[config.mk]
export PLATFORM = sky130hd
export DESIGN_NAME = pipe_gap_gen
export DESIGN_NICKNAME = d
export VERILOG_FILES = /design/src/rtl/pipe_gap_gen_pkg.sv /design/src/rtl/pipe_gap_gen_lfsr16.sv /design/src/rtl/pipe_gap_gen.sv
export SDC_FILE = /design/constraint.sdc
export NUM_CORES = 1
export LEC_CHECK = 0
export BUFFER_PORTS_ARGS = -buffer_cell sky130_fd_sc_hd__buf_2
export CAP_MARGIN = 40
export CORE_MARGIN = 3
export CORE_UTILIZATION = 50
export CTS_BUF_LIST = sky130_fd_sc_hd__clkbuf_8
export DETAILED_ROUTE_END_ITERATION = 8
export PLACE_DENSITY = 0.71
export RECOVER_POWER = 50
export REMOVE_ABC_BUFFERS = 1
export SLEW_MARGIN = 10
export SYNTH_ARGS = -nofsm -noshare
export SYNTH_HDL_FRONTEND = slang
export SYNTH_SLANG_ARGS = --single-unit
[constraint.sdc]
create_clock -name clk -period 6.1 [get_ports clk]
set_input_delay 1.22 -clock clk [delete_from_list [all_inputs] [get_ports clk]]
set_output_delay 1.22 -clock clk [all_outputs]
set_load 0.05 [all_outputs]
[src/rtl/pipe_gap_gen_pkg.sv]
// ---------------------------------------------------------------------------
// pipe_gap_gen_pkg
// Shared definitions for the pipe-gap generator: default geometry, the
// generator FSM state type and the LFSR feedback mask.
// Ports: none (package).
// ---------------------------------------------------------------------------
package pipe_gap_gen_pkg;

    localparam int DEF_NUM_PIPES   = 4;
    localparam int DEF_IW          = 2;
    localparam int DEF_YW          = 10;
    localparam int DEF_GAP         = 100;
    localparam int DEF_INIT_TOP    = 100;
    localparam int DEF_INIT_STRIDE = 50;
    localparam int DEF_MIN_TOP     = 40;
    localparam int DEF_MAX_TOP     = 300;
    localparam int DEF_MAX_STEP    = 120;

    localparam logic [15:0] DEF_LFSR_SEED = 16'hACE1;

    // Galois feedback mask for x^16 + x^14 + x^13 + x^11 + 1 (right shift form)
    localparam logic [15:0] LFSR_TAPS = 16'hB400;

    typedef enum logic [2:0] {
        IDLE   = 3'd0,
        DRAW   = 3'd1,
        REDUCE = 3'd2,
        CLAMP  = 3'd3,
        WRITE  = 3'd4
    } state_t;

endpackage

[src/rtl/pipe_gap_gen_lfsr16.sv]
// ---------------------------------------------------------------------------
// lfsr16
// Free-running 16-bit Galois LFSR used as the random source for gap heights.
// It advances on every clock and is only reloaded by rst.
// Ports:
//   clk  in   system clock
//   rst  in   asynchronous reset, active-high (loads SEED)
//   q    out  current LFSR state
// ---------------------------------------------------------------------------
module lfsr16
    import pipe_gap_gen_pkg::*;
#(
    parameter logic [15:0] SEED = DEF_LFSR_SEED
) (
    input  logic        clk,
    input  logic        rst,
    output logic [15:0] q
);

    // Shift right every cycle; when a one falls out of bit 0 fold it back
    // through the tap mask.
    always_ff @(posedge clk or posedge rst) begin
        if (rst) begin
            q <= SEED;
        end else begin
            q <= {1'b0, q[15:1]} ^ (q[0] ? LFSR_TAPS : 16'h0000);
        end
    end

endmodule

[src/rtl/pipe_gap_gen.sv]
// ---------------------------------------------------------------------------
// pipe_gap_gen
// Holds the gap top/bottom Y edges of NUM_PIPES obstacles and regenerates one
// channel on request, either from a rotating table (mode 0) or from the LFSR
// limited to [MIN_TOP, MAX_TOP] and to MAX_STEP away from the previous
// channel (mode 1).
// Ports:
//   clk          in   system clock
//   rst          in   asynchronous reset, active-high
//   start        in   synchronous reload of the initial table, aborts work
//   mode         in   0 = rotate table, 1 = random (sampled on accept)
//   respawn_req  in   level request, held until respawn_ack
//   respawn_idx  in   channel to regenerate, held with respawn_req
//   respawn_ack  out  one-cycle pulse, new edges visible this cycle
//   busy         out  high whenever the FSM is not idle
//   ytop_flat    out  top edges, channel i at [i*YW +: YW]
//   ybot_flat    out  bottom edges, same packing
// ---------------------------------------------------------------------------
module pipe_gap_gen
    import pipe_gap_gen_pkg::*;
#(
    parameter int          NUM_PIPES   = DEF_NUM_PIPES,
    parameter int          IW          = DEF_IW,
    parameter int          YW          = DEF_YW,
    parameter int          GAP         = DEF_GAP,
    parameter int          INIT_TOP    = DEF_INIT_TOP,
    parameter int          INIT_STRIDE = DEF_INIT_STRIDE,
    parameter int          MIN_TOP     = DEF_MIN_TOP,
    parameter int          MAX_TOP     = DEF_MAX_TOP,
    parameter int          MAX_STEP    = DEF_MAX_STEP,
    parameter logic [15:0] LFSR_SEED   = DEF_LFSR_SEED
) (
    input  logic                    clk,
    input  logic                    rst,
    input  logic                    start,
    input  logic                    mode,
    input  logic                    respawn_req,
    input  logic [IW-1:0]           respawn_idx,
    output logic                    respawn_ack,
    output logic                    busy,
    output logic [NUM_PIPES*YW-1:0] ytop_flat,
    output logic [NUM_PIPES*YW-1:0] ybot_flat
);

    localparam logic [YW:0] RANGE_W   = (YW+1)'(MAX_TOP - MIN_TOP);
    localparam logic [YW:0] RANGE1_W  = (YW+1)'(MAX_TOP - MIN_TOP + 1);
    localparam logic [YW:0] MIN_W     = (YW+1)'(MIN_TOP);
    localparam logic [YW:0] MAX_W     = (YW+1)'(MAX_TOP);
    localparam logic [YW:0] STEP_W    = (YW+1)'(MAX_STEP);
    localparam logic [YW:0] GAP_W     = (YW+1)'(GAP);

    state_t          state_q;
    logic            busy_q;
    logic            ack_q;
    logic [IW-1:0]   idx_q;
    logic            mode_q;
    logic [IW-1:0]   rot_q;
    logic [YW:0]     cand_q;
    logic [YW-1:0]   top_q [NUM_PIPES];
    logic [YW-1:0]   bot_q [NUM_PIPES];

    logic [15:0]     lfsrQ;
    logic [31:0]     idxWide;
    logic [31:0]     prevWide;
    logic            idxValid;
    logic [YW:0]     prevTop;
    logic [YW:0]     stepHi;
    logic [YW:0]     candClamp_d;
    logic [YW:0]     rotCand;
    logic [YW:0]     writeTop_d;

    lfsr16 #(
        .SEED (LFSR_SEED)
    ) uLfsr (
        .clk (clk),
        .rst (rst),
        .q   (lfsrQ)
    );

    // Index bookkeeping is done in 32 bits so that a request index wider than
    // the channel count can be recognised as out of range and ignored.
    assign idxWide  = 32'(idx_q);
    assign idxValid = (idxWide < 32'(NUM_PIPES));
    assign prevWide = (idxWide == 32'd0) ? 32'(NUM_PIPES - 1) : (idxWide - 32'd1);

    // Table value for the rotating mode, and the value WRITE commits.
    assign rotCand    = (YW+1)'(INIT_TOP + 32'(rot_q) * INIT_STRIDE);
    assign writeTop_d = mode_q ? cand_q : rotCand;

    // Step limit against the wrap-around neighbour, then the absolute range.
    // One extra bit of headroom keeps prevTop + MAX_STEP from wrapping; the
    // lower bound is only taken when prevTop exceeds MAX_STEP, so the
    // subtraction cannot underflow.
    always_comb begin
        prevTop = '0;
        for (int i = 0; i < NUM_PIPES; i++) begin
            if (prevWide == 32'(i)) begin
                prevTop = {1'b0, top_q[i]};
            end
        end
        stepHi      = prevTop + STEP_W;
        candClamp_d = cand_q;
        if (cand_q > stepHi) begin
            candClamp_d = stepHi;
        end else if ((cand_q + STEP_W) < prevTop) begin
            candClamp_d = prevTop - STEP_W;
        end
        if (candClamp_d < MIN_W) begin
            candClamp_d = MIN_W;
        end else if (candClamp_d > MAX_W) begin
            candClamp_d = MAX_W;
        end
    end

    // Generator FSM. start outranks everything and reloads the initial
    // table without acknowledging whatever was in flight. A request is never
    // taken in the ack cycle, so a requester still holding req while it sees
    // the ack does not trigger a second respawn.
    always_ff @(posedge clk or posedge rst) begin
        if (rst) begin
            state_q <= IDLE;
            busy_q  <= 1'b0;
            ack_q   <= 1'b0;
            idx_q   <= '0;
            mode_q  <= 1'b0;
            rot_q   <= '0;
            cand_q  <= '0;
            for (int i = 0; i < NUM_PIPES; i++) begin
                top_q[i] <= YW'(INIT_TOP + i * INIT_STRIDE);
                bot_q[i] <= YW'(INIT_TOP + i * INIT_STRIDE + GAP);
            end
        end else if (start) begin
            state_q <= IDLE;
            busy_q  <= 1'b0;
            ack_q   <= 1'b0;
            rot_q   <= '0;
            for (int i = 0; i < NUM_PIPES; i++) begin
                top_q[i] <= YW'(INIT_TOP + i * INIT_STRIDE);
                bot_q[i] <= YW'(INIT_TOP + i * INIT_STRIDE + GAP);
            end
        end else begin
            ack_q <= 1'b0;
            unique case (state_q)
                IDLE: begin
                    if (respawn_req && !ack_q) begin
                        idx_q   <= respawn_idx;
                        mode_q  <= mode;
                        busy_q  <= 1'b1;
                        state_q <= mode ? DRAW : WRITE;
                    end
                end
                DRAW: begin
                    cand_q  <= {1'b0, YW'(lfsrQ)};
                    state_q <= REDUCE;
                end
                REDUCE: begin
                    if (cand_q > RANGE_W) begin
                        cand_q <= cand_q - RANGE1_W;
                    end else begin
                        cand_q  <= cand_q + MIN_W;
                        state_q <= CLAMP;
                    end
                end
                CLAMP: begin
                    cand_q  <= candClamp_d;
                    state_q <= WRITE;
                end
                WRITE: begin
                    if (idxValid) begin
                        for (int i = 0; i < NUM_PIPES; i++) begin
                            if (idxWide == 32'(i)) begin
                                top_q[i] <= YW'(writeTop_d);
                                bot_q[i] <= YW'(writeTop_d + GAP_W);
                            end
                        end
                        if (!mode_q) begin
                            rot_q <= (32'(rot_q) == 32'(NUM_PIPES - 1)) ? '0 : rot_q + 1'b1;
                        end
                    end
                    ack_q   <= 1'b1;
                    busy_q  <= 1'b0;
                    state_q <= IDLE;
                end
                default: begin
                    busy_q  <= 1'b0;
                    state_q <= IDLE;
                end
            endcase
        end
    end

    genvar g;
    generate
        for (g = 0; g < NUM_PIPES; g++) begin : gFlat
            assign ytop_flat[g*YW +: YW] = top_q[g];
            assign ybot_flat[g*YW +: YW] = bot_q[g];
        end
    endgenerate

    assign respawn_ack = ack_q;
    assign busy        = busy_q;

endmodule

Yosys cells after proc, flatten, opt, wreduce, memory -nomap -nowiden
Cells that the tools add are included.
{"block": "word_totals", "ff_bits": 117, "inputBits": 7, "output_inout_bits": 82, "wordCells": 113}
{"block": "classes", "addsub": 9, "multipliers": 1, "magnitude_cmp": 6, "eq_ne": 15, "muxes": 42, "n_bitwise": 2, "n_reduce_logical": 22}
{"cell": "40-bit 2-to-1 mux", "n": 6}
{"cell": "10-bit 2-to-1 mux", "n": 10}
{"cell": "11-bit 2-to-1 mux", "n": 8}
{"cell": "32-bit by 2-bit equality test with 1-bit output (second input constant)", "n": 2}
{"cell": "32-bit zero test", "n": 2}
{"cell": "11-bit case mux with 3 select lines", "n": 1}
{"cell": "32-bit by 1-bit equality test with 1-bit output (second input constant)", "n": 1}
{"cell": "32-bit 2-to-1 mux", "n": 1}
{"cell": "11-bit by 7-bit adder with 11-bit output (second input constant)", "n": 2}
{"cell": "11-bit by 9-bit > comparator with 1-bit output (second input constant)", "n": 2}
{"cell": "3-bit AND reduction", "n": 6}
{"cell": "16-bit 2-to-1 mux", "n": 1}
{"cell": "15-bit by 16-bit bitwise XOR with 16-bit output", "n": 1}
{"cell": "3-bit 2-to-1 mux", "n": 4}
{"cell": "3-bit case mux with 4 select lines", "n": 1}
{"cell": "2-bit nonzero test", "n": 6}
{"cell": "11-bit by 6-bit adder with 11-bit output (second input constant)", "n": 1}
{"cell": "11-bit > comparator", "n": 1}
{"cell": "11-bit < comparator", "n": 1}
{"cell": "11-bit by 6-bit < comparator with 1-bit output (second input constant)", "n": 1}
{"cell": "11-bit by 7-bit subtractor with 11-bit output (second input constant)", "n": 1}
{"cell": "11-bit by 9-bit subtractor with 11-bit output (second input constant)", "n": 1}
{"cell": "10-bit by 7-bit adder with 10-bit output (second input constant)", "n": 1}
{"cell": "2-bit 2-to-1 mux", "n": 5}
{"cell": "other kinds (22)", "n": 31}

Logic depth before layout (Yosys ltp)
Gate-level depths: netlist (run 1).
{"block": "logic_depth", "word_depth": 14, "mapped_depth": 21, "mapped_depth_nobuf": 17}

Modules after synthesis
Synthesis (run 1) repeated with hierarchy kept, for this count alone.
{"block": "hier_totals", "hier_cells": 704, "area_unflattened_um2": 6633.9}
{"mod": "pipe_gap_gen", "n_inst": 1, "cells_each": 684, "area_per_inst_um2": 6193.4, "seq_area_each_um2": 2368.5}
{"mod": "lfsr16", "n_inst": 1, "cells_each": 20, "area_per_inst_um2": 440.4, "seq_area_each_um2": 410.4}

Least setup slack after synthesis (run 1)
OpenSTA, ideal clock, no wires.
{"block": "synth_path", "path_kind": "reg-to-reg", "start": "register top_q (netlist bit ytop_flat[3])", "end": "register cand_q[0]", "setup_time_ps": 130, "t_arrival_ps": 4319, "required_ps": 5970, "setup_slack_ps": 1652, "path_stages_with_launch": 20, "path_buffers": 2, "period_less_slack_ps": 4448, "cell_sequence": "dfrtp_1 mux4_2 buf_6 inv_1 ha_1 nand2_1 xnor2_1 inv_1 ha_1 a21oi_1 o21a_1 a311oi_1 maj3_4 a22oi_2 buf_6 mux2_4 a311oi_2 nor3_2 a31oi_1 o22ai_1"}
{"block": "synth_via", "elab_chain_cells": 11, "elab_cells_between_ends": 15, "classes_between": "add/sub: 2; order compare: 4; mux: 9"}
{"item": "start: declaration", "line_no": "pipe_gap_gen.sv:59", "source": "logic [YW-1:0] top_q [NUM_PIPES];"}
{"item": "start signal: indexed assignment", "line_no": "pipe_gap_gen.sv:129", "source": "top_q[i] <= YW'(INIT_TOP + i * INIT_STRIDE);"}
{"item": "start signal: indexed assignment", "line_no": "pipe_gap_gen.sv:138", "source": "top_q[i] <= YW'(INIT_TOP + i * INIT_STRIDE);"}
{"item": "start signal: indexed assignment", "line_no": "pipe_gap_gen.sv:172", "source": "top_q[i] <= YW'(writeTop_d);"}
{"item": "10-bit 2-to-1 mux (*)", "line_no": "pipe_gap_gen.sv:97", "source": "if (prevWide == 32'(i)) begin"}
{"item": "11-bit 2-to-1 mux (*) (3 in a row)", "line_no": "pipe_gap_gen.sv:97"}
{"item": "11-bit by 7-bit adder with 11-bit output (tied with other cells)", "line_no": "pipe_gap_gen.sv:101", "source": "stepHi = prevTop + STEP_W;"}
{"item": "11-bit > comparator / 11-bit 2-to-1 mux (equally long branches)", "line_no": "pipe_gap_gen.sv:103, pipe_gap_gen.sv:105"}
{"item": "11-bit 2-to-1 mux (*)", "line_no": "pipe_gap_gen.sv:103", "source": "if (cand_q > stepHi) begin"}
{"item": "11-bit by 9-bit > comparator with 1-bit output", "line_no": "pipe_gap_gen.sv:110", "source": "end else if (candClamp_d > MAX_W) begin"}
{"item": "11-bit 2-to-1 mux", "line_no": "pipe_gap_gen.sv:110"}
{"item": "11-bit 2-to-1 mux (*)", "line_no": "pipe_gap_gen.sv:108", "source": "if (candClamp_d < MIN_W) begin"}
{"item": "11-bit case mux with 3 select lines (*)", "line_no": "pipe_gap_gen.sv:143", "source": "unique case (state_q)"}
{"item": "end signal: assignment", "line_no": "pipe_gap_gen.sv:153", "source": "cand_q <= {1'b0, YW'(lfsrQ)};"}
{"item": "end signal: assignment", "line_no": "pipe_gap_gen.sv:158", "source": "cand_q <= cand_q - RANGE1_W;"}
{"item": "end signal: assignment", "line_no": "pipe_gap_gen.sv:160", "source": "cand_q <= cand_q + MIN_W;"}
{"item": "end: declaration", "line_no": "pipe_gap_gen.sv:58", "source": "logic [YW:0] cand_q;"}
Every way passes the cells marked *; elsewhere a longest branch is shown, timed or not.
A chain may end at the register's enable or synchronous reset.

Final worst setup path (run 1)
{"block": "layout_path", "start": "register idx_q[1]", "end": "register cand_q[0]"}
{"block": "layout_via", "elab_chain_cells": 14, "elab_cells_between_ends": 22, "classes_between": "add/sub: 3; order compare: 4; eq/ne: 3; mux: 10; reduce/logical: 2"}
{"item": "start: declaration", "line_no": "pipe_gap_gen.sv:55", "source": "logic [IW-1:0] idx_q;"}
{"item": "start signal: assignment", "line_no": "pipe_gap_gen.sv:146", "source": "idx_q <= respawn_idx;"}
{"item": "32-bit zero test / 2-bit by 1-bit subtractor with 3-bit output (equally long branches)", "line_no": "pipe_gap_gen.sv:84", "source": "assign prevWide = (idxWide == 32'd0) ? 32'(NUM_PIPES - 1) : (idxWide - 32'd1);"}
{"item": "32-bit 2-to-1 mux (*)", "line_no": "pipe_gap_gen.sv:84"}
{"item": "32-bit zero test", "line_no": "pipe_gap_gen.sv:97"}
{"item": "10-bit 2-to-1 mux", "line_no": "pipe_gap_gen.sv:97"}
{"item": "11-bit 2-to-1 mux (2 in a row)", "line_no": "pipe_gap_gen.sv:97"}
{"item": "11-bit 2-to-1 mux (*)", "line_no": "pipe_gap_gen.sv:97"}
{"item": "11-bit by 7-bit adder with 11-bit output (tied with other cells)", "line_no": "pipe_gap_gen.sv:101"}
{"item": "11-bit > comparator / 11-bit 2-to-1 mux (equally long branches)", "line_no": "pipe_gap_gen.sv:103, pipe_gap_gen.sv:105"}
{"item": "11-bit 2-to-1 mux (*)", "line_no": "pipe_gap_gen.sv:103"}
{"item": "11-bit by 9-bit > comparator with 1-bit output", "line_no": "pipe_gap_gen.sv:110"}
{"item": "11-bit 2-to-1 mux", "line_no": "pipe_gap_gen.sv:110"}
{"item": "11-bit 2-to-1 mux (*)", "line_no": "pipe_gap_gen.sv:108"}
{"item": "11-bit case mux with 3 select lines (*)", "line_no": "pipe_gap_gen.sv:143"}
Marks and branches as above.

==> results of run 1 <==
power by group through the flow:
stage | combinational [uW] | clock [uW] | sequential [uW]
2_1_floorplan | 1360 | 0 | 1070
6_report | 1950 | 421 | 1010
3_5_place_dp | 1930 | 0 | 1020
3_3_place_gp | 1920 | 0 | 1010
4_1_cts | 1940 | 433 | 1000
5_1_grt | 2140 | 461 | 1030
stage by stage:
step                      hold slack [ps]  worst slack [ps]
after floorplan                       333               952
after global placement                341               882
after detailed placement              347               779
after CTS                             371               744
after global routing                  391               267
final                                 372               733
cell type report:
cell class / count / share of cell area (%)
Timing Repair Buffer: 99 / 6.91
Clock inverter: 6 / 0.757
Tap cell: 172 / 2.96
Multi-Input combinational cell: 514 / 48.1
Inverter: 26 / 1.36
Clock buffer: 9 / 1.70
Sequential cell: 109 / 38.2
state kept, by name, summed over array words and instances, names as in the netlist:
| register | cells |
|---|---|
| busy | 1 |
| state_q | 3 |
| rot_q | 2 |
| ytop_flat | 40 |
| ybot_flat | 32 |
| uLfsr.q | 16 |
| idx_q | 2 |
| respawn_ack | 1 |
| cand_q | 11 |
| mode_q | 1 |
layer usage:
metal / share of wire (%) / wire length, um / track usage (%) / vias to the layer above
met2: 47 / 8610 / 39.8 / 221
met5: 0 / 0 / 0 / -
met4: 2.4 / 434 / 8.85 / 0
met3: 6.5 / 1200 / 4.48 / 40
li1: - / - / - / 2577
met1: 44 / 8210 / 36.6 / 2746
cell families (layout without fill, tap and decap cells):
group           count (synthesis)  count (layout)
flops                         109             109
simple gates                  248             248
buf+inv                        72             140
mux                            39              39
fa+ha+maj                      27              27
compound gates                165             165
xor+xnor                       35              35
worst paths after layout:
check	startpoint	cells past startpoint	to	slack, ps
worst max-delay path	idx_q[1]	17	cand_q[0]	730
worst min-delay path	uLfsr.q[6]	0	uLfsr.q[5]	370
worst max register to register	idx_q[1]	17	cand_q[0]	730
worst min register to register	uLfsr.q[6]	0	uLfsr.q[5]	370
max in group asynchronous	rst	4	ytop_flat[29]	1030
min in group asynchronous	rst	2	ybot_flat[9]	1220
worst register-to-register path, cell delays in order, from the launching register on:
cell	delay, ps
dfrtp_1	660
mux4_2	720
inv_1	170
ha_1	220
nand2_1	80
xnor2_1	290
inv_1	90
ha_1	320
a21oi_1	220
o21a_1	150
a311oi_1	100
maj3_4	380
a22oi_2	670
mux2_2	430
a311oi_2	360
nor3_2	110
a31oi_1	190
o22ai_1	100
Yosys cell counts (all sizes together), types with 3 or more instances:
| library cell | number |
|---|---|
| a211o | 15 |
| a211oi | 8 |
| a21oi | 51 |
| a22o | 3 |
| a22oi | 9 |
| a311oi | 3 |
| a31o | 3 |
| a31oi | 10 |
| and2 | 4 |
| buf | 15 |
| clkbuf | 31 |
| dfrtp | 68 |
| dfstp | 41 |
| ha | 26 |
| inv | 24 |
| mux2 | 11 |
| mux2i | 18 |
| mux4 | 10 |
| nand2 | 79 |
| nand2b | 11 |
| nand3 | 17 |
| nand3b | 9 |
| nand4 | 7 |
| nor2 | 86 |
| nor2b | 8 |
| nor3 | 17 |
| o211a | 3 |
| o21a | 6 |
| o21ai | 31 |
| o31ai | 3 |
| xnor2 | 23 |
| xor2 | 12 |
placed cells by master, fill, tap and decap left out, drive strengths merged, types with 3 or more instances in the layout:
cell type,Yosys,routed
a211oi,8,8
mux2i,18,18
ha,26,26
a211o,15,15
nand2,79,79
clkinv,2,3
clkbuf,31,23
nand2b,11,11
nand3b,9,9
a21oi,51,51
a31o,3,3
o31ai,3,3
nand4,7,7
a31oi,10,10
nor2b,8,8
mux2,11,11
nor3,17,17
inv,24,26
and2,4,4
o21a,6,6
a22o,3,3
a311oi,3,3
dfstp,41,41
mux4,10,10
o211a,3,3
buf,15,84
xor2,12,12
nand3,17,17
o21ai,31,31
clkinvlp,0,3
xnor2,23,23
a22oi,9,9
nor2,86,86
dfrtp,68,68
==> results, run 1 <==
- The largest stage delay on the critical path is 720 ps.
- The clock network burns about an eighth of the power.
- The starting density of the core is slightly above 50%.
- Once layout is done, the placed cells without fillers occupy 7280 sq um.
- After layout, the worst path uses just under 90% of the clock period.
- For this block, the routed nets add up to between 15 and 20 mm of wire.
- The global-route wire length before repair is around 29 mm.
- Across the run, the number of max-cap violations was 3.
- The measured slew at the worst slew-check pin is roughly 3000 ps.
- Traced cell by cell, the critical path runs through mux4_2 > inv_1 > ha_1 > nand2_1 > xnor2_1 > inv_1 > ha_1 > a21oi_1 > o21a_1 > a311oi_1 > maj3_4 > a22oi_2 > mux2_2 > a311oi_2 > nor3_2 > a31oi_1 > o22ai_1.
- The final period demand of the worst path is between 5000 and 6000 ps.
- The die covers roughly 15,000 sq um.
- The initial antenna violation count is 0.
- The startpoint class of the critical path is a register.
- The pin count of the biggest net entering global routing is 70.
- The fill cell total of the finished layout is 1,154.
- The clock tree synthesis step divided the H-tree into 3 levels.
- The final weighted congestion in routability-driven placement is ~0.92.
- In the final design database the tool counted roughly 790 nets.
- After global routing the overflow that remains totals 0.
- The total buffers and inverters traversed by the critical path is 2.
- Summing the areas of all and, or, nand and nor instances in the mapped netlist gives between 10% and 20% of the synthesized area.
- For this design the total switching power over the nets is ~1700 uW.
- The sequential fraction of the synthesis area is between 40% and 50%.
- The analysis attributes to cell leakage a power of just over 0.003 uW.
- In this run, the number of DRC markers left after iteration 0 of detailed routing was between 500 and 600.
- The synthesized design devotes to its leading area cell type between 20% and 30% of total area.
- VDD sags by at most ~0.21 mV.
- The number of hold-slack violations in the final timing report came to 0.
- The proportion of total power due to net switching is between 40% and 50%.
- The repair_antennas step left the layout with diodes totalling 0.
- The number of buffers added to fix hold violations after cts is 0.
- By area, the combinational part of the netlist is dominated by compound AO/OA/AOI/OAI gates.
- The clock-pin transition on the worst setup and hold timing paths is roughly 100 ps.
- Setup violations remaining at the end of the flow were counted as 0.
- Of the cells placed in the final design, the portion with a size suffix greater than 1 is between 20 and 25%.
- The arrival time at the worst endpoint is 5640 ps.
- A synthesized cell averages between 9 and 10 sq um.
- The number of setup buffers added after CTS is 0.
- Combinational logic burns between 50 and 60% of the power.
- Setup repair after global routing left no endpoint under its margin.
- The antenna violation net count after detailed routing is 0.
- The biggest area contributor in the post-synthesis netlist is dfrtp_1.
- The register cell area after layout is approximately 2800 sq um.
- The die extent in y is about 120 um.
- Relative to the synthesized area, the layout overhead comes to 9.98%.
- The number of iterations in the first detailed-routing pass is 5.
- The final-layout setup total negative slack is 0 ps.
- The synthesized design contains 109 register bits.
- The cell at the slowest stage of the critical path is mux4_2.
- In the final layout, the multi-input gates occupy approximately 3500 sq um.
- The clock skew after layout is 19.8 ps.
- Along the worst path, the maximum fanout reaches 14.
- The count of warnings emitted by yosys is 0.
- The max-slew violation count came to about 150.
- The worst setup path is of the register to register kind.
- In the post-synthesis netlist, the biggest area contributors are dfrtp_1 (26%), dfstp_2 (16%), ha_1 (4.9%), nor2_1 (4.9%), nand2_1 (4.5%).
- The share of total power in sequential cells is 29.8%.
- The count of placed standard cells in the final layout, fillers left out is ~940.
- Counting flops with a built-in enable in the synthesized netlist gives 0.
- Measured along the x axis, the die boundary spans 121 um.
- The tightest min-delay check is of the register to register type.
- The flow ran to the end, but the final reports show violations.
- STA classifies the critical path endpoint as a register.
- The number of placement rows is ~40.
- The total power draw is about 3400 uW.
- The number of placed instances, taps included, is between 900 and 1,000.
- The combined area of all synthesized cells is roughly 6600 sq um.
- The final reports fail on capacitance limit, slew limit.
- The post-cts gate resize count is 0.
- The internal power of the cells is 1690 uW.
- The sink count of the clock tree is ~110.
- The number of buffers added by the clock tree synthesis step is 9.
- Clock tree synthesis selected as its root buffer the cell clkbuf_8.
- The critical path required time is about 6400 ps.
- The maximum number of buffers from clock root to sink is 2.
- In the final routed layout, each cell accounts on average for around 20 um.
- The later-pin clock latency in the skew report is around 400 ps.
- The async set-or-reset flop fraction in the synthesized netlist is 100%.
- The flip-flop cell with the highest count after synthesis is dfrtp_1.
- The post-detailed-placement cell area is 7100 sq um.
- Dividing the detail-routed via count by the number of cells gives 5.97.
- The area of the core is between 10,000 and 15,000 sq um.
- The achievable clock frequency is 0.186 GHz.
- Among cell families on the critical path, the largest total delay comes from compound AO/OA/AOI/OAI gates.
- The count of vias placed by the detailed router is 5,584.
- The synthesized-area fraction occupied by xor and xnor cells is between 4 and 5%.
- The global-route total usage across every layer is between 20% and 30%.
- The relative slew slack is -106%.
- The DRC violations left is 0.
- The number of instances in the synthesized netlist is a little under 700.
- The proportion of synthesized area in mux cells is around 8.4%.
- The synthesized netlist devotes 5.12% of its cell area to adder and majority cells.
- The area fraction in compound gates after synthesis is between 10% and 20%.
- The number of global-route vias before repair is 5,413.
- The power density normalized to cell area is between 400 and 500 nW/um^2.
- The post-route core utilization is between 50% and 60%.
- Pin placement for this block handled 89 I/O pins.
- The TritonCTS clock tree is yes.
- Input and output buffers added on the ports amount to 88.
- The HPWL reported at the end of detailed placement is around 14 mm.
- The unique cell type count in the Yosys netlist is 73.
Power figures use the tool's default switching activity.
==> run 2: changes to the inputs <==
==> constraint.sdc (replaced) <==
create_clock -name clk -period 5.45 [get_ports clk]
set_input_delay 1.09 -clock clk [delete_from_list [all_inputs] [get_ports clk]]
set_output_delay 1.09 -clock clk [all_outputs]
set_load 0.05 [all_outputs]
==> run 2 against run 1 <==
Effect of this change: the run still ends with capacitance limit, slew limit left; critical path depth stayed put; via count is 1.1% higher; cell count rose by 1.2%; count of clock-buffer cells in the layout increased by 2; sequential share of layout area shrank 0.45 points; register-to-register slack got worse by 390 ps; non-clock buffer count increased by 10; combinational power rose by 22%; clock skew is 8.6 ps lower; critical path type unchanged; highest routed layer unchanged.
==> results, run 2 (synthesized netlist as in run 1, its figures left out) <==
- The internal power of the cells is between 1500 and 2000 uW.
- The congestion estimate from routability-driven global placement came to around 1.0.
- The clock-pin transition on the worst setup and hold timing paths is 100 ps.
- TritonCTS built the clock tree.
- The DRC violations left is 0.
- Leaving out fill and tap cells, the most frequent cell in the layout is nor2_1.
- In this run the tool buffered the top-level ports with 88 buffer cells.
- Registers take between 2000 and 3000 sq um.
- The post-layout net count is between 800 and 900.
- The startpoint class of the critical path is a register.
- The HPWL reported at the end of detailed placement is 13.9 mm.
- The final reports fail on capacitance limit, slew limit.
- Across all register-to-register paths, the minimum setup slack is between 300 and 400 ps.
- The root buffer cell chosen for the clock tree is clkbuf_8.
- The library cells used most frequently in the layout, excluding fill and tap cells, are nor2_1 (86), nand2_1 (79), buf_2 (71).
- The number of hold-slack violations in the final timing report is 0.
- Hold is met by roughly 370 ps.
- The run finished, with violations left.
- Along the worst path, the maximum fanout reaches 9.
- For this block, the initial DRC count from the detailed router was 460.
- Setup repair after global routing left no endpoint under its margin.
- The initial antenna violation count is 0.
- Entering global routing, the biggest net connects slightly below 70 pins.
- The tightest min-delay check is of the register to register type.
- Once the floorplan was initialized, standard cells occupied 51.8% of the core.
- The clock group share of total power is about 12%.
- The clock skew after layout is between 10 and 15 ps.
- The post-route cell area is 7360 sq um.
- The antenna violation net count after detailed routing is 0.
- Adding up every negative setup slack in the final design gives 0 ps.
- The global-route total usage across every layer is roughly a quarter.
- The endpoint type of the worst setup path is a register.
- At the pin with the least slew margin, the transition time is around 2900 ps.
- In this run the vertical extent of the chip is about 120 um.
- The die width is 121 um.
- For this design the ratio of total power to cell area is 533 nW/um^2.
- The routed wire length per instance is ~20 um.
- The capturing instance or port of the critical path is cand_q[2].
- In this run the critical register-to-register path is captured at cand_q[2].
- The first global-routing pass estimated roughly 29 mm of wire.
- STA puts the critical path data required time at about 5800 ps.
- The final count of negative-setup-slack endpoints is 0.
- The area growth from synthesis to layout is 11.3%.
- The net switching component of the power is around 1900 uW.
- Dividing the detail-routed via count by the number of cells gives roughly 6.
- The area of the core is between 10,000 and 15,000 sq um.
- The achievable clock frequency is approximately 0.20 GHz.
- The count of vias placed by the detailed router is around 5,600.
- The number of placement rows is 41.
- The number of flip-flops under the largest register name is 40.
- The area taken by multi-input logic gates is roughly 3500 sq um.
- The number of antenna diodes is 0.
- The arrival time at the worst endpoint is approximately 5400 ps.
- The total routed wirelength is 18.9 mm.
- The later pin in the worst-skew pair is clocked with a latency of slightly below 400 ps.
- In this run switching power makes up approximately 50% of total power.
- In this run the static leakage power is 0.00316 uW.
- The fill cell total of the finished layout is roughly 1,100.
- The share of total power dissipated in sequential elements is between 20% and 30%.
- between 80 and 90 I/O pins were placed.
- The sink count of the clock tree is around 110.
- The die covers approximately 15,000 sq um.
- The worst vdd rail ir drop is just under 0.2 mV.
- The final cycle utilization of the critical path is between 90% and 100%.
- The worst-case reg-to-reg path depth is 17.
- Across the run, the number of max-cap violations was 2.
- Summing all placed instances gives a cell area of 7170 sq um.
- The number of iterations in the first detailed-routing pass is 6.
- In this run the critical register-to-register path is launched from idx_q[1].
- The share of post-route cells with drive strength above 1 is 23.6%.
- In this run the tightest slew margin relative to its limit is -94.5%.
- After global routing the overflow that remains totals 0.
- The post-cts gate resize count is 0.
- The max-slew violation count is roughly 110.
- The critical path in this run is classified as register to register.
- The first element of the critical path is idx_q[1].
- The number of buffers added by the clock tree synthesis step is 9.
- The share of power burned in combinational logic is roughly three fifths.
- The maximum number of buffers from clock root to sink is 2.
- The routed design could run at a clock period as short as a little over 5000 ps.
- The number of global-route vias before repair came to between 5,000 and 6,000.
- The H-tree was split into 3 levels.
## run 2: through the flow
step / power, uW / worst slack (ps) / util, % / std cells
finish: 3920 / 346 / 57.7 / 946
global placement: 3320 / 414 / 56.0 / 925
global route: 4160 / 80.9 / 57.7 / 946
floorplan: 2720 / 302 / - / 649
detailed placement: 3360 / 208 / 56.1 / 927
CTS: 3860 / 187 / 57.6 / 943
## run 2: worst min path at each step
stage | startpoint | to | cells after the start
finish | uLfsr.q[7] | uLfsr.q[6] | 0
global route | uLfsr.q[7] | uLfsr.q[6] | 0
CTS | uLfsr.q[6] | uLfsr.q[5] | 0
detailed placement | uLfsr.q[12] | uLfsr.q[11] | 0
global placement | uLfsr.q[12] | uLfsr.q[11] | 0
floorplan | uLfsr.q[12] | uLfsr.q[11] | 0
## run 2: power by group through the flow
stage               Combinational [uW]  Sequential, uW  Clock, uW
floorplan                         1530            1200          0
global placement                  2250            1080          0
detailed placement                2280            1080          0
CTS                               2290            1070        498
global route                      2550            1090        526
finish                            2370            1070        484
## run 2: area by class of cell
type                            count  share of cell area, %
Multi-Input combinational cell    514                   47.6
Sequential cell                   109                   37.7
Timing Repair Buffer              109                   7.90
Tap cell                          172                   2.92
Clock buffer                       11                   2.06
Inverter                           26                   1.34
Clock inverter                      5                  0.493
## run 2: worst max-delay path, stage by stage, from the launching register on
cell and delay, ps:
dfrtp_1 680, mux4_2 660, inv_1 120, ha_1 230, nand2_1 80, xnor2_1 340, inv_1 80, ha_1 320
a21oi_1 210, o21a_1 160, a311oi_1 110, maj3_4 390, a221oi_4 530, mux2_1 400, nand4_1 150, nand3_4 130
a211o_1 300, a22oi_2 140
## run 2: layer usage
metal / vias to the layer above / track usage (%) / routed length, um
met5: - / 0 / 0
met4: 0 / 7.51 / 318
met3: 26 / 4.38 / 1120
met2: 209 / 41.4 / 9030
met1: 2816 / 36.2 / 8400
li1: 2597 / - / -
## run 2: timing repair
item | 4_1_cts | 5_1_grt
hold buffers | 0 | 0
buffers inserted | 0 | 3
setup endpoints to repair | 0 | 8
==> run 3: changes to the inputs <==
--- a/config.mk
+++ b/config.mk
@@ -5,7 +5,7 @@
 export SDC_FILE = /design/constraint.sdc
 export NUM_CORES = 1
 export LEC_CHECK = 0
-export BUFFER_PORTS_ARGS = -buffer_cell sky130_fd_sc_hd__buf_2
+export BUFFER_PORTS_ARGS = -buffer_cell sky130_fd_sc_hd__clkbuf_2
 export CAP_MARGIN = 40
 export CORE_MARGIN = 3
 export CORE_UTILIZATION = 50
@@ -18,3 +18,4 @@
 export SYNTH_ARGS = -nofsm -noshare
 export SYNTH_HDL_FRONTEND = slang
 export SYNTH_SLANG_ARGS = --single-unit
+export TNS_END_PERCENT = 100
==> constraint.sdc (replaced) <==
create_clock -name clk -period 5.45 [get_ports clk]
set_input_delay 0 -clock clk [delete_from_list [all_inputs] [get_ports clk]]
set_output_delay 0 -clock clk [all_outputs]
set_load 0.05 [all_outputs]
==> run 3 against run 2 <==
Effect of this change: the run now ends clean; hold slack lost 330 ps; via count is 0.25% lower; die area unchanged; maximum frequency up 3.2%; sequential cell count unchanged; global-route usage rose by 0.57 points; non-clock buffer count rose by 4; worst setup slack improved by 160 ps; first-iteration DRC count grew 22%; clock power is 11% higher; core utilization up 0.41 points; sequential power about the same; largest power group unchanged.
==> results, run 3 (synthesized netlist as in run 1, its figures left out) <==
- The flow ran to the end, and the final reports show no timing, DRC or antenna violations.
- TritonCTS built the clock tree.
- Across the whole layout, storage elements account for 2780 sq um.
- The total die area is ~15,000 sq um.
- The class of the most critical setup path is register to register.
- The number of buffers added by the clock tree synthesis step is 9.
- In the layout the commonest cells are nor2_1 (86), nand2_1 (79), dfrtp_1 (67).
- VDD sags by at most about 0.25 mV.
- The largest stage delay on the critical path is about 630 ps.
- For this configuration, the core starts out at a cell density of 51.8%.
- The top fanout value on the critical path is 9.
- In the final routed layout, each cell accounts on average for about 20 um.
- STA classifies the critical path startpoint as a register.
- Before antenna repair, the detailed router went through 5 iterations.
- After floorplanning, the core was divided into 41 placement rows.
- From bottom edge to top edge, the die measures ~120 um.
- The library cell used most frequently in the layout, excluding fill and tap cells, is nor2_1.
- Counting along the longest clock path gives a buffer depth of 2.
- STA classifies the critical path endpoint as a register.
- The number of H-tree levels is 3.
- Cells with a size suffix above 1 make up around 20% of the layout.
- The fill cell total of the finished layout is ~1,100.
- The final cycle utilization of the critical path is roughly nine tenths.
- The number of antenna diodes in the final layout is 0.
- The critical path required time is approximately 5800 ps.
- Compared with the post-synthesis result, the final layout area differs by 12.1%.
- The global-route total usage across every layer is between 20% and 30%.
- The achievable clock frequency is 0.202 GHz.
- The measured slew at the worst slew-check pin is 1170 ps.
- The HPWL after detailed placement is approximately 14 mm.
- The power density normalized to cell area is approximately 530 nW/um^2.
- The register with the most flip-flops in the layout has 40 of them.
- The met1 global-route usage is ~36%.
- For this run, global-route usage on met3 was measured as under 10%.
- In the final layout, the multi-input gates occupy ~3500 sq um.
- The kind of cell with the highest combined delay on the critical path is compound AO/OA/AOI/OAI gates.
- The total congestion overflow is 0.
- The path class of the tightest hold or removal check is input pin to register.
- Setup repair after global routing left no endpoint under its margin.
- The total I/O pin count is 89.
- The count of vias placed by the detailed router is 5,634.
- The number of hold-slack violations in the final timing report is 0.
- Data arrives at the worst endpoint at 5270 ps.
- The number of placed cells counting well taps is a little over 900.
- The most congested layer reported by global routing is met2.
- The design draws ~4000 uW.
- The post-layout net count is roughly 810.
- The number of I/O port buffers is between 80 and 90.
- The initial antenna violation count was 0.
- In this run the horizontal extent of the chip is between 100 and 150 um.
- Traced cell by cell, the critical path runs through mux4_2 > inv_1 > ha_1 > nand2_1 > xnor2_1 > inv_1 > ha_1 > a21oi_1 > o21a_1 > a311oi_1 > maj3_4 > a221oi_4 > mux2_1 > nand4_1 > nand3_4 > a211o_1 > a22oi_2.
- Together, buffers and inverters on the worst path number 2.
- The root buffer cell is clkbuf_8.
- The relative slew slack is between 20% and 30%.
- The starting DRC count in detailed routing is 560.
- The number of global-route vias before repair is approximately 5,500.
- The number of vias per cell after detailed routing is between 5 and 6.
- The max-slew violation count is 0.
- Between clock sinks in the finished design, the worst skew comes to roughly 17 ps.
- The leakage power summed over all cells is around 0.0031 uW.
- Once layout is complete, the cells apart from fillers number 950.
- The cell at the slowest stage of the critical path is mux4_2.
- The final count of negative-setup-slack endpoints is 0.
- Global routing consumed, on the met2 layer, about two fifths of the routing resources.
- Clock latency on the worst-skew pair, taken at its later pin, is about 400 ps.
- After clock tree synthesis, the clock-pin slew on the worst setup and hold paths is around 110 ps.
- The detail route stage leaves a number of antenna-violating nets equal to 0.
- The max-capacitance violation count is 0.
- The pin count of the biggest net entering global routing is a little under 70.
- Clock tree synthesis found a total of between 100 and 150 sinks.
- The DRC violations left is 0.
- The area of the core is 12,800 sq um.
- The final period demand of the worst path is just under 5000 ps.
- The final weighted congestion in routability-driven placement is roughly 1.
- The final-layout setup total negative slack is 0 ps.
- The first global-routing pass estimated roughly 30 mm of wire.
- For this block, the routed nets add up to between 15 and 20 mm of wire.
run 3: what timing repair did:
item | CTS | global route
gates resized for setup | 0 | 1
hold endpoints to repair | 43 | 0
endpoints found under the setup margin | 0 | 9
buffers inserted | 0 | 2
hold buffers | 4 | 0
run 3: path summary, 6_finish.rpt:
check                            start       endpoint  slack (ps)  cells past startpoint
setup / recovery              idx_q[1]      cand_q[2]         510                     17
hold / removal             respawn_req           busy          50                      4
setup reg to reg              idx_q[1]      cand_q[2]         510                     17
hold reg to reg            uLfsr.q[12]    uLfsr.q[11]         370                      0
max in group asynchronous          rst  ytop_flat[14]        3420                      5
min in group asynchronous          rst    uLfsr.q[12]         360                      3
run 3: per-layer routing:
| metal | up-vias | share of wire, % |
|---|---|---|
| li1 | 2613 | - |
| met1 | 2776 | 43 |
| met2 | 214 | 47 |
| met3 | 31 | 7.0 |
| met4 | 0 | 2.1 |
| met5 | - | 0 |
run 3: final cells by class:
type	instances	share of cell area, %
clock buffers	9	1.67
clock inverters	7	1.23
repair buffers	113	8.16
multi-input cells	514	47.2
inverters	26	1.33
flip-flops and latches	109	37.5
well taps	172	2.90
run 3: metrics by stage:
step | worst slack (ps) | util, % | area [sq um] | hold WS [ps]
2_1_floorplan | 302 | - | 6370 | 63.1
3_3_place_gp | 385 | 56.0 | 7150 | -18.7
3_5_place_dp | 209 | 56.3 | 7190 | -5.26
4_1_cts | 168 | 58.3 | 7440 | 21.7
5_1_grt | 158 | 58.1 | 7420 | 65.6
6_report | 506 | 58.1 | 7420 | 45.6
run 3: worst min-delay path: stages:
cell	delay [ps]
clkbuf_2	80
nor2b_1	140
a21oi_1	140
nor3_1	50
run 3: report_power, final:
group / internal, uW / total [uW] / switching [uW]
combinational: 883 / 2350 / 1470
clock: 223 / 535 / 312
sequential: 901 / 1070 / 173
total: 2010 / 3960 / 1950
